===== src/rtl/mc_if.sv =====
`default_nettype none
// ============================================================================
// Module   : mc_if
// Brief    : IR-to-controller-to-datapath control bundle for mc_controller.
// Revision : 1.0  initial release
// ============================================================================
interface mc_if;
    logic [31:0] cmd;
    logic        pc_en;
    logic        ir_en;
    logic [1:0]  ExtOp;
    logic        RegWrite;
    logic [1:0]  RegDst;
    logic [1:0]  ALUSrc;
    logic        Branch;
    logic        MemWrite;
    logic [1:0]  RegSrc;
    logic        Jump;
    logic [3:0]  ALUCtrl;
    logic        hilo_sel;
    logic        HiLoWrite;
    logic        md_start;
    logic [1:0]  md_op;
    logic        md_busy;
    logic        illegal;
    logic [2:0]  state;

    modport master (
        input  cmd,
        output pc_en, ir_en, ExtOp, RegWrite, RegDst, ALUSrc, Branch, MemWrite,
               RegSrc, Jump, ALUCtrl, hilo_sel, HiLoWrite, md_start, md_op,
               md_busy, illegal, state
    );

    modport slave (
        output cmd,
        input  pc_en, ir_en, ExtOp, RegWrite, RegDst, ALUSrc, Branch, MemWrite,
               RegSrc, Jump, ALUCtrl, hilo_sel, HiLoWrite, md_start, md_op,
               md_busy, illegal, state
    );
endinterface
`default_nettype wire


===== src/rtl/mc_controller.sv =====
`default_nettype none
// ============================================================================
// Module   : mc_controller
// Brief    : Multi-cycle MIPS control FSM with a non-blocking mult/div scoreboard.
// Revision : 1.0  initial release
// ============================================================================
module mc_controller #(
    parameter int MULT_CYCLES = 5,
    parameter int DIV_CYCLES  = 10,
    parameter int CNT_W       = 4
) (
    input  wire logic clk,
    input  wire logic rst_n,
    mc_if.master      bus
);
    typedef enum logic [2:0] {
        ST_FETCH  = 3'd0,
        ST_DECODE = 3'd1,
        ST_EXEC   = 3'd2,
        ST_MEM    = 3'd3,
        ST_WB     = 3'd4
    } state_t;

    localparam logic [CNT_W-1:0] C_MULT_LOAD = CNT_W'(MULT_CYCLES);
    localparam logic [CNT_W-1:0] C_DIV_LOAD  = CNT_W'(DIV_CYCLES);
    localparam logic [CNT_W-1:0] C_ONE       = CNT_W'(1);

    state_t           r_state, w_next;
    logic [CNT_W-1:0] r_cnt;
    logic             w_busy, w_md_start;

    logic [5:0] w_opcode, w_funct;
    logic [4:0] w_rt;
    logic       w_nop;
    logic       w_alu, w_load, w_store, w_br, w_jmp, w_link, w_mdu, w_mf, w_mt, w_legal;
    logic [1:0] w_ext, w_regdst, w_alusrc, w_regsrc, w_md_op;
    logic [3:0] w_aluctrl;
    logic       w_hilo;

    assign w_opcode = bus.cmd[31:26];
    assign w_funct  = bus.cmd[5:0];
    assign w_rt     = bus.cmd[20:16];
    assign w_nop    = (bus.cmd == 32'd0);
    assign w_legal  = w_alu | w_load | w_store | w_br | w_jmp | w_link | w_mdu | w_mf | w_mt;
    assign w_busy   = (r_cnt != '0);

    always_comb begin
        w_alu = 1'b0; w_load = 1'b0; w_store = 1'b0; w_br = 1'b0; w_jmp = 1'b0;
        w_link = 1'b0; w_mdu = 1'b0; w_mf = 1'b0; w_mt = 1'b0;
        w_ext = 2'b00; w_regdst = 2'b00; w_alusrc = 2'b00; w_regsrc = 2'b00;
        w_aluctrl = 4'b0000; w_hilo = 1'b0; w_md_op = 2'b00;
        if (!w_nop) begin
            case (w_opcode)
                6'h00: begin
                    case (w_funct)
                        6'h00, 6'h02, 6'h03, 6'h04, 6'h06, 6'h07: begin
                            w_alu     = 1'b1;
                            w_regdst  = 2'b01;
                            // Constant shifts take shamt; variable shifts take rs.
                            w_alusrc  = w_funct[2] ? 2'b00 : 2'b10;
                            w_aluctrl = (w_funct[1:0] == 2'b00) ? 4'b1000 :
                                        (w_funct[1:0] == 2'b10) ? 4'b1001 : 4'b1010;
                        end
                        6'h08: begin w_jmp = 1'b1; end
                        6'h09: begin w_link = 1'b1; w_regdst = 2'b01; w_regsrc = 2'b10; end
                        6'h10, 6'h12: begin
                            w_mf = 1'b1; w_regdst = 2'b01; w_regsrc = 2'b11; w_hilo = ~w_funct[1];
                        end
                        6'h11, 6'h13: begin w_mt = 1'b1; w_hilo = ~w_funct[1]; end
                        6'h18, 6'h19, 6'h1A, 6'h1B: begin w_mdu = 1'b1; w_md_op = w_funct[1:0]; end
                        6'h20, 6'h21: begin w_alu = 1'b1; w_regdst = 2'b01; w_aluctrl = 4'b0010; end
                        6'h22, 6'h23: begin w_alu = 1'b1; w_regdst = 2'b01; w_aluctrl = 4'b0011; end
                        6'h24: begin w_alu = 1'b1; w_regdst = 2'b01; w_aluctrl = 4'b0100; end
                        6'h25: begin w_alu = 1'b1; w_regdst = 2'b01; w_aluctrl = 4'b0101; end
                        6'h26: begin w_alu = 1'b1; w_regdst = 2'b01; w_aluctrl = 4'b0110; end
                        6'h27: begin w_alu = 1'b1; w_regdst = 2'b01; w_aluctrl = 4'b0111; end
                        6'h2A: begin w_alu = 1'b1; w_regdst = 2'b01; w_aluctrl = 4'b1100; end
                        6'h2B: begin w_alu = 1'b1; w_regdst = 2'b01; w_aluctrl = 4'b1101; end
                        default: ;
                    endcase
                end
                6'h01: begin
                    if (w_rt == 5'd0 || w_rt == 5'd1) begin
                        w_br = 1'b1; w_ext = 2'b11; w_aluctrl = 4'b0011;
                    end
                end
                6'h02: begin w_jmp = 1'b1; end
                6'h03: begin w_link = 1'b1; w_regdst = 2'b10; w_regsrc = 2'b10; end
                6'h04, 6'h05, 6'h06, 6'h07: begin
                    w_br = 1'b1; w_ext = 2'b11; w_aluctrl = 4'b0011;
                end
                6'h08, 6'h09: begin w_alu = 1'b1; w_alusrc = 2'b01; w_aluctrl = 4'b0010; end
                6'h0A: begin w_alu = 1'b1; w_alusrc = 2'b01; w_aluctrl = 4'b1100; end
                6'h0B: begin w_alu = 1'b1; w_alusrc = 2'b01; w_aluctrl = 4'b1101; end
                6'h0C: begin w_alu = 1'b1; w_alusrc = 2'b01; w_ext = 2'b01; w_aluctrl = 4'b0100; end
                6'h0D: begin w_alu = 1'b1; w_alusrc = 2'b01; w_ext = 2'b01; w_aluctrl = 4'b0101; end
                6'h0E: begin w_alu = 1'b1; w_alusrc = 2'b01; w_ext = 2'b01; w_aluctrl = 4'b0110; end
                // lui: rs is $0 by encoding, so add passes the shifted immediate.
                6'h0F: begin w_alu = 1'b1; w_alusrc = 2'b01; w_ext = 2'b10; w_aluctrl = 4'b0010; end
                6'h20, 6'h21, 6'h23, 6'h24, 6'h25: begin
                    w_load = 1'b1; w_alusrc = 2'b01; w_regsrc = 2'b01; w_aluctrl = 4'b0010;
                end
                6'h28, 6'h29, 6'h2B: begin
                    w_store = 1'b1; w_alusrc = 2'b01; w_aluctrl = 4'b0010;
                end
                default: ;
            endcase
        end
    end

    always_ff @(posedge clk or negedge rst_n) begin
        if (!rst_n) r_state <= ST_FETCH;
        else        r_state <= w_next;
    end

    // Every strobe is gated by rst_n so nothing fires while reset is held.
    always_comb begin
        w_next        = r_state;
        bus.pc_en     = 1'b0;
        bus.ir_en     = 1'b0;
        bus.RegWrite  = 1'b0;
        bus.MemWrite  = 1'b0;
        bus.HiLoWrite = 1'b0;
        bus.Branch    = 1'b0;
        bus.Jump      = 1'b0;
        bus.illegal   = 1'b0;
        w_md_start    = 1'b0;
        case (r_state)
            ST_FETCH: begin
                bus.ir_en = rst_n;
                bus.pc_en = rst_n;
                w_next    = ST_DECODE;
            end
            ST_DECODE: begin
                if (w_nop) begin
                    w_next = ST_FETCH;
                end else if (!w_legal) begin
                    bus.illegal = rst_n;
                    w_next      = ST_FETCH;
                end else begin
                    w_next = ST_EXEC;
                end
            end
            ST_EXEC: begin
                if (w_br) begin
                    bus.Branch = rst_n; bus.pc_en = rst_n; w_next = ST_FETCH;
                end else if (w_jmp) begin
                    bus.Jump = rst_n; bus.pc_en = rst_n; w_next = ST_FETCH;
                end else if (w_link) begin
                    bus.Jump = rst_n; bus.pc_en = rst_n; w_next = ST_WB;
                end else if (w_load || w_store) begin
                    w_next = ST_MEM;
                end else if (w_mdu) begin
                    if (!w_busy) begin
                        w_md_start = rst_n;
                        w_next     = ST_FETCH;
                    end
                end else if (w_mf || w_mt) begin
                    if (!w_busy) w_next = ST_WB;
                end else if (w_alu) begin
                    w_next = ST_WB;
                end else begin
                    w_next = ST_FETCH;
                end
            end
            ST_MEM: begin
                if (w_store) begin
                    bus.MemWrite = rst_n; w_next = ST_FETCH;
                end else begin
                    w_next = ST_WB;
                end
            end
            ST_WB: begin
                bus.RegWrite  = rst_n & (w_alu | w_load | w_link | w_mf);
                bus.HiLoWrite = rst_n & w_mt;
                w_next        = ST_FETCH;
            end
            default: w_next = ST_FETCH;
        endcase
    end

    // Issue never overlaps a nonzero count, so load and decrement are exclusive.
    always_ff @(posedge clk or negedge rst_n) begin
        if (!rst_n)          r_cnt <= '0;
        else if (w_md_start) r_cnt <= w_md_op[1] ? C_DIV_LOAD : C_MULT_LOAD;
        else if (w_busy)     r_cnt <= r_cnt - C_ONE;
    end

    assign bus.md_start = w_md_start;
    assign bus.md_busy  = w_busy;
    assign bus.md_op    = w_md_op;
    assign bus.ExtOp    = w_ext;
    assign bus.RegDst   = w_regdst;
    assign bus.ALUSrc   = w_alusrc;
    assign bus.RegSrc   = w_regsrc;
    assign bus.ALUCtrl  = w_aluctrl;
    assign bus.hilo_sel = w_hilo;
    assign bus.state    = r_state;
endmodule
`default_nettype wire

===== src/flat_wrapper.sv =====
// flat-port wrapper written by rule: the top's interface ports become plain ports
module mc_controller_flat 
#(
    parameter int MULT_CYCLES = 5,
    parameter int DIV_CYCLES  = 10,
    parameter int CNT_W       = 4
)
  (clk, rst_n, bus_cmd, bus_pc_en, bus_ir_en, bus_ExtOp, bus_RegWrite, bus_RegDst, bus_ALUSrc, bus_Branch, bus_MemWrite, bus_RegSrc, bus_Jump, bus_ALUCtrl, bus_hilo_sel, bus_HiLoWrite, bus_md_start, bus_md_op, bus_md_busy, bus_illegal, bus_state);
  mc_if bus_i ();
  input  wire logic clk;
  input  wire logic rst_n;
  input wire logic [$bits(bus_i.cmd)-1:0] bus_cmd;
  output wire logic [$bits(bus_i.pc_en)-1:0] bus_pc_en;
  output wire logic [$bits(bus_i.ir_en)-1:0] bus_ir_en;
  output wire logic [$bits(bus_i.ExtOp)-1:0] bus_ExtOp;
  output wire logic [$bits(bus_i.RegWrite)-1:0] bus_RegWrite;
  output wire logic [$bits(bus_i.RegDst)-1:0] bus_RegDst;
  output wire logic [$bits(bus_i.ALUSrc)-1:0] bus_ALUSrc;
  output wire logic [$bits(bus_i.Branch)-1:0] bus_Branch;
  output wire logic [$bits(bus_i.MemWrite)-1:0] bus_MemWrite;
  output wire logic [$bits(bus_i.RegSrc)-1:0] bus_RegSrc;
  output wire logic [$bits(bus_i.Jump)-1:0] bus_Jump;
  output wire logic [$bits(bus_i.ALUCtrl)-1:0] bus_ALUCtrl;
  output wire logic [$bits(bus_i.hilo_sel)-1:0] bus_hilo_sel;
  output wire logic [$bits(bus_i.HiLoWrite)-1:0] bus_HiLoWrite;
  output wire logic [$bits(bus_i.md_start)-1:0] bus_md_start;
  output wire logic [$bits(bus_i.md_op)-1:0] bus_md_op;
  output wire logic [$bits(bus_i.md_busy)-1:0] bus_md_busy;
  output wire logic [$bits(bus_i.illegal)-1:0] bus_illegal;
  output wire logic [$bits(bus_i.state)-1:0] bus_state;
  assign bus_i.cmd = bus_cmd;
  assign bus_pc_en = bus_i.pc_en;
  assign bus_ir_en = bus_i.ir_en;
  assign bus_ExtOp = bus_i.ExtOp;
  assign bus_RegWrite = bus_i.RegWrite;
  assign bus_RegDst = bus_i.RegDst;
  assign bus_ALUSrc = bus_i.ALUSrc;
  assign bus_Branch = bus_i.Branch;
  assign bus_MemWrite = bus_i.MemWrite;
  assign bus_RegSrc = bus_i.RegSrc;
  assign bus_Jump = bus_i.Jump;
  assign bus_ALUCtrl = bus_i.ALUCtrl;
  assign bus_hilo_sel = bus_i.hilo_sel;
  assign bus_HiLoWrite = bus_i.HiLoWrite;
  assign bus_md_start = bus_i.md_start;
  assign bus_md_op = bus_i.md_op;
  assign bus_md_busy = bus_i.md_busy;
  assign bus_illegal = bus_i.illegal;
  assign bus_state = bus_i.state;
  mc_controller #(.MULT_CYCLES(MULT_CYCLES), .DIV_CYCLES(DIV_CYCLES), .CNT_W(CNT_W)) u_core (.clk(clk), .rst_n(rst_n), .bus(bus_i));
endmodule

===== config.mk =====
export PLATFORM = sky130hd
export DESIGN_NAME = mc_controller_flat
export DESIGN_NICKNAME = d
export VERILOG_FILES = /design/src/rtl/mc_if.sv /design/src/rtl/mc_controller.sv /design/src/flat_wrapper.sv
export SDC_FILE = /design/constraint.sdc
export NUM_CORES = 1
export LEC_CHECK = 0
export CAP_MARGIN = 10
export CORE_ASPECT_RATIO = 0.6
export CORE_MARGIN = 2
export CORE_UTILIZATION = 50
export DETAILED_ROUTE_END_ITERATION = 16
export DONT_BUFFER_PORTS = 1
export PLACE_DENSITY = 0.61
export SYNTH_ARGS = -nofsm -noshare
export SYNTH_HDL_FRONTEND = slang
export SYNTH_SLANG_ARGS = --single-unit

===== constraint.sdc =====
create_clock -name clk -period 5.4 [get_ports clk]
set_input_delay 0.54 -clock clk [delete_from_list [all_inputs] [get_ports clk]]
set_output_delay 0.54 -clock clk [all_outputs]
set_load 0.01 [all_outputs]

==> impl_results.md, run 1 <==
- Minimum clock period: slightly below 3 ns
- Internal power: approximately 0.19 mW
- Reg2reg setup slack: 3.26 ns
- Die Span X: between 60 and 70 um
- Top cell type by total area after synthesis: dfrtp_1
- Overall routed net length: 3.75 mm
- EDFF count, synth: 0
- Distinct cell type count after synthesis: 57
- Yosys reg bits: 7
- Starting Density: a little under three fifths
- Total routing usage reported by global routing: about a quarter
- Largest net degree at the start of global routing: 17
- Crit-path cells: or4_1 > or3_4 > o21ai_2 > o21bai_1 > nor4_1
- WP data required: around 5 ns
- Power share of the combinational group: a little under half
- Hold path depth: 1
- Pins Over Slew Limit: 0
- Post-CTS Setup Repair Bufs: 0
- Crit path kind: in2out
- PostCTS Resize Cnt: 0
- Ys flop type: dfrtp_1
- Critical Path Fanout Max: 4
- Total negative setup slack: 0 ns
- Number of buffers added on ports: 0
- Multi-input logic area: ~1000 sq um
- CTS sink count: 7
- Final Hold Fails: 0
- Worst skew pair latency: ~0.23 ns
- Drt first pass iters: 4
- Root buffer cell: clkbuf_8
- Number of max-cap violations: 0
- Row Count: 13
- Max stage delay on crit path: roughly 0.55 ns
- Vias per Instance: between 6 and 7
- Vias in the first global route: roughly 1200
- Yosys warns: 0
- Wire per inst: 18.2 um
- Final setup fails: 0
- Sw frac: between 40% and 50%
- Clock skew: 0.00268 ns
- Placer Congestion: 0.880
- Switch Pwr: about 0.14 mW
- Share of the synthesized area in the top cell type: between 10 and 15%
- Die Y: 42.7 um
- Core ar.: roughly 2300 sq um
- Clk pin slew, worst setup/hold paths: 0.04 ns
- Critical path endpoint category: output pin
- Syn nets: approximately 220
- Sequential element share of the synthesized area: ~14%
- First-pass GRT wire length: 5.69 mm
- Peak VDD IR: 0.000240 V
- I/O pins: between 60 and 70
- Synth top area cells: dfrtp_1, nor2_1, nand2_1
- Most frequent cells in the layout: nor2_1, nand2_1, nor3_1, a21oi_1, nand2b_1
- Ant. Diodes: 0
- # nets final: between 200 and 250
- Final worst-path cycle share: about 55%
- CTS Buf Count: 3
- Commonest non-fill, non-tap cell in the layout: nor2_1
- Die area: ~2900 sq um
- Ys async rst share: 100%
- CTS tree: built
- Slowest library cell on the worst path: or4_1
- Leak: 0.461 nW
- Clk pwr share: approximately 22%
- ANT nets after route: 0
- Seq pwr share: about 33%
- DR iter-0 viols: between 150 and 200
- Worst-Margin Slew: 0.547 ns
- Register area: ~180 sq um
- # hold bufs at CTS: 0
- Critical R2R Launch: u_core.bus.state[2]
- Post-route DRC: 0
- WHS: between 0.4 and 0.5 ns
- H-tree lvl count: 1
- Area grow syn2layout: 3.51%
- Min-delay worst type: in2reg
- Mapped Area: 1250 sq um
- Avg Synthesized Cell Area: 6.85 sq um
- Startpoint Class: primary input
- Via count: around 1400
- Initial antenna violation count: 0
- Total congestion overflow: 0
- FMAX: roughly 0.34 GHz
- Worst hold start: bus_cmd[1]
- Share of cells above drive strength 1: just under 8%
- Worst Hold End: u_core.r_cnt[2]
- R2r worst-path depth: 4
- Gate Count Post-Synth: between 150 and 200
- RSZ-0062 raised after global routing: false
- DP HPWL: about 3.0 mm
- Fillers: roughly 240
- CTS Buffer Depth: 2
- Outcome: complete, no violations
- RR Endpoint: u_core.bus.state[2]
- PwrDens: 258 nW/um^2
- Slew margin rel.: a little over three fifths
- Worst EP arrival: approximately 2.4 ns
-- Yosys cell counts, drive strengths merged, types with 2 or more instances --
master,count
ha,2
a21oi,9
and2,2
nor3b,4
a211o,4
clkbuf,9
nand3,3
xor2,2
and3,3
o21a,3
or2,2
buf,2
nand2,19
dfrtp,7
or4,4
nand4b,2
o2111ai,2
o21ai,10
inv,7
nor4,7
a31oi,4
nor2b,4
nor3,13
o22ai,2
or3,2
nand2b,8
nor2,21
a211oi,4
-- flip-flops by register name (all words and copies together) (netlist names) --
signal,cells
u_core.r_cnt,4
u_core.bus.state,3
-- kinds of logic (layout without fill, tap and decap cells) --
| logic type | Yosys count | after routing | share of synthesized area [%] |
|---|---|---|---|
| fa+ha+maj | 2 | 2 | 2.01 |
| simple gates | 98 | 98 | 44.0 |
| xor+xnor | 3 | 3 | 2.11 |
| compound gates | 53 | 53 | 31.0 |
| mux | 1 | 1 | 0.803 |
| buf+inv | 18 | 12 | 6.02 |
| flops | 7 | 7 | 14.1 |
-- stage by stage --
| stage | total power [mW] | worst slack (ns) | util (%) | area (sq um) | cells |
|---|---|---|---|---|---|
| after floorplan | 0.228 | 2.50 | - | 1250 | 182 |
| after global placement | 0.253 | 2.48 | 54.6 | 1230 | 201 |
| after detailed placement | 0.254 | 2.46 | 54.6 | 1230 | 201 |
| after CTS | 0.329 | 2.46 | 56.6 | 1280 | 205 |
| after global routing | 0.360 | 2.36 | 57.1 | 1290 | 206 |
| final | 0.332 | 2.45 | 57.1 | 1290 | 206 |
-- routing by layer --
layer / wire length (um) / up-vias / track usage [%] / part of all wire [%]
li1: - / 677 / - / -
met1: 1860 / 639 / 43.6 / 50
met2: 1450 / 81 / 32.3 / 39
met3: 425 / 2 / 7.16 / 11
met4: 10 / 0 / 2.40 / 0.27
met5: 0 / - / 0 / 0
-- critical path, delay by kind of cell --
family | cells | cell delay, ns
simple gates | 3 | 1.47
compound gates | 2 | 0.39
-- how the worst max path moves through the flow --
stage / start / end / slack (ns) / cells after the start
2_1_floorplan: bus_cmd[2] / bus_RegWrite / 2.50 / 7
3_3_place_gp: bus_cmd[17] / bus_illegal / 2.48 / 5
3_5_place_dp: bus_cmd[17] / bus_illegal / 2.46 / 5
4_1_cts: bus_cmd[17] / bus_illegal / 2.46 / 5
5_1_grt: bus_cmd[17] / bus_illegal / 2.36 / 5
6_report: bus_cmd[17] / bus_illegal / 2.45 / 5
-- power by group through the flow --
stage	combinational, mW	clock [mW]	sequential, mW
finish	0.151	0.0727	0.109
global route	0.166	0.0810	0.113
CTS	0.147	0.0741	0.108
detailed placement	0.146	0	0.108
global placement	0.144	0	0.109
floorplan	0.127	0	0.101
-- layout make-up --
cell class | count | area share (%)
tap | 30 | 2.91
inverter | 7 | 2.04
multi-input combinational | 157 | 77.2
clock buffer | 4 | 3.49
sequential | 7 | 13.6
timing repair buffer | 1 | 0.776
(Power assumes the default switching activity.)
==> inputs of run 2 (changes only) <==
- PLACE_DENSITY: 0.61 -> 0.64
- clock period: 5.4 -> 2.45 ns (I/O delays scaled with it)
==> run 2 against run 1 <==
Clock skew increased by 0.0020 ns. Sequential power rose by 120%. Clock power is 120% higher. Flip-flop and latch count unchanged. Register-to-register slack worse by 2.8 ns. Wire length rose by 0.16%. Global-route usage increased by 1.2 points. Power up 120%. Critical path type unchanged. Critical path depth is 1 higher. Largest cell class unchanged. Highest routed layer is now met3. Critical endpoint is now bus_RegWrite. Non-clock buffer count rose by 5. Cell count rose by 2.4%. Largest power group unchanged.
==> impl_results.md, run 2 (same netlist as run 1, synthesis figures left out) <==
- R2r worst-path depth: 5
- Worst Hold End: u_core.r_cnt[2]
- Critical path launch point: bus_cmd[17]
- Placer Congestion: about 0.90
- Row Count: 13
- Reg2reg setup slack: ~0.5 ns
- Peak VDD IR: 0.000637 V
- Die Span X: ~70 um
- Slowest library cell on the worst path: or4_1
- Root buffer cell: clkbuf_8
- DR iter-0 viols: around 170
- Fillers: roughly 210
- PwrDens: between 500 and 600 nW/um^2
- Vias per Instance: 6.76
- Finished Layout Cells: around 210
- Share of cells above drive strength 1: 10.5%
- Die area: 2920 sq um
- Final setup fails: 0
- DP HPWL: ~3 mm
- Inst Count DP: 206
- Post-route DRC: 0
- Tot Pwr: around 0.73 mW
- Crit-path cells: or4_1 > or3_4 > o21a_4 > nand2_4 > o21ai_2 > o41a_1
- Leak: 0.486 nW
- Critical path endpoint category: output pin
- CTS tree: built
- Reg with most FFs: u_core.r_cnt
- FMAX: about 0.42 GHz
- Max stage delay on crit path: roughly 0.57 ns
- H-tree lvl count: 1
- Final worst slack: approximately 0.067 ns
- Vias in the first global route: 1268
- Core ar.: approximately 2300 sq um
- I/O pins: slightly above 60
- RR Endpoint: u_core.bus.state[2]
- Drt first pass iters: 4
- Worst EP arrival: around 2.1 ns
- CTS sink count: 7
- Die Y: between 40 and 50 um
- CTS Buf Count: 3
- Slew margin rel.: between 60 and 70%
- Minimum clock period: between 2 and 2.5 ns
- Number of buffers added on ports: 0
- Area grow syn2layout: 6.53%
- First-pass GRT wire length: roughly 6 mm
- CP delay by family, top: simple AND/OR/NAND/NOR gates
- Pins Over Slew Limit: 0
- Number of flip-flops in the largest register: 4
- Total negative setup slack: 0 ns
- Total routing usage reported by global routing: approximately 27%
- Worst skew pair latency: 0.23 ns
- Critical Path Fanout Max: 5
- Total congestion overflow: 0
- Overall routed net length: 3.76 mm
- DP Area: 1270 sq um
- Most frequent cells in the layout: nor2_1, nand2_1, nor3_1, a21oi_1, nand2b_1
- RSZ-0062 raised after global routing: false
- Critical R2R Launch: u_core.bus.state[2]
- DP Worst Slack: approximately 0.076 ns
- # nets final: between 200 and 250
- Worst Path Buf+Inv: 0
- Outcome: complete, no violations
- Clock skew: 0.00464 ns
- ANT nets after route: 0
- Final Hold Fails: 0
- Number of max-cap violations: 0
- Ant. Diodes: 0
- Post-CTS Setup Repair Bufs: 0
- Initial antenna violation count: 0
- Wire per inst: 17.8 um
- Worst-Margin Slew: approximately 0.53 ns
- Startpoint Class: primary input
- CTS Buffer Depth: 2
- Crit path kind: in2out
- Post-layout util: 58.7%
- Clk pin slew, worst setup/hold paths: 0.04 ns
- Hold path depth: 1
- Commonest non-fill, non-tap cell in the layout: nor2_1
- WP data required: about 2.2 ns
- WHS: approximately 0.14 ns
- Final worst-path cycle share: 97.3%
- Largest net degree at the start of global routing: 17
- Worst hold start: bus_cmd[1]
- Starting Density: 55.1%
- Min-delay worst type: in2reg
- Fin area: 1330 sq um
- Via count: approximately 1400
[run 2: worst reg2reg max path: cells and delay by family (launching register included)]
family | cells | cell delay (ns)
buffers and inverters | 1 | 0.17
AND/OR/NAND/NOR | 3 | 1.05
flip-flops | 1 | 0.47
AO/OA/AOI/OAI | 1 | 0.11
[run 2: how the worst max path moves through the flow]
| stage | to | depth (start not counted) |
|---|---|---|
| 2_1_floorplan | bus_RegWrite | 7 |
| 3_3_place_gp | bus_RegWrite | 6 |
| 3_5_place_dp | bus_RegWrite | 6 |
| 4_1_cts | bus_RegWrite | 6 |
| 5_1_grt | bus_RegWrite | 6 |
| 6_report | bus_RegWrite | 6 |
[run 2: layout make-up]
type / count / area [sq um] / share of cell area, %
clock buffers: 4 / 45.0 / 3.39
inverters: 7 / 26.3 / 1.98
multi-input cells: 157 / 996 / 75.0
flip-flops and latches: 7 / 175 / 13.2
well taps: 30 / 37.5 / 2.83
repair buffers: 6 / 47.5 / 3.58
[run 2: metal layers]
layer	track usage (%)	share of wire (%)	routed length, um	vias up
li1	-	-	-	694
met1	44.5	50	1880	653
met2	36.2	40	1500	79
met3	6.37	10	383	0
met4	2.40	0	0	0
met5	0	0	0	-
[run 2: report_power, final]
part | internal [mW] | total [mW] | leakage (nW) | switching, mW
Sequential | 0.169 | 0.239 | 0.0860 | 0.0695
Combinational | 0.150 | 0.332 | 0.377 | 0.183
Clock | 0.112 | 0.161 | 0.0228 | 0.0483
[run 2: timing repair]
action	in CTS	in global routing
hold buffers	1	0
resized for setup	0	0
hold endpoints to repair	7	0
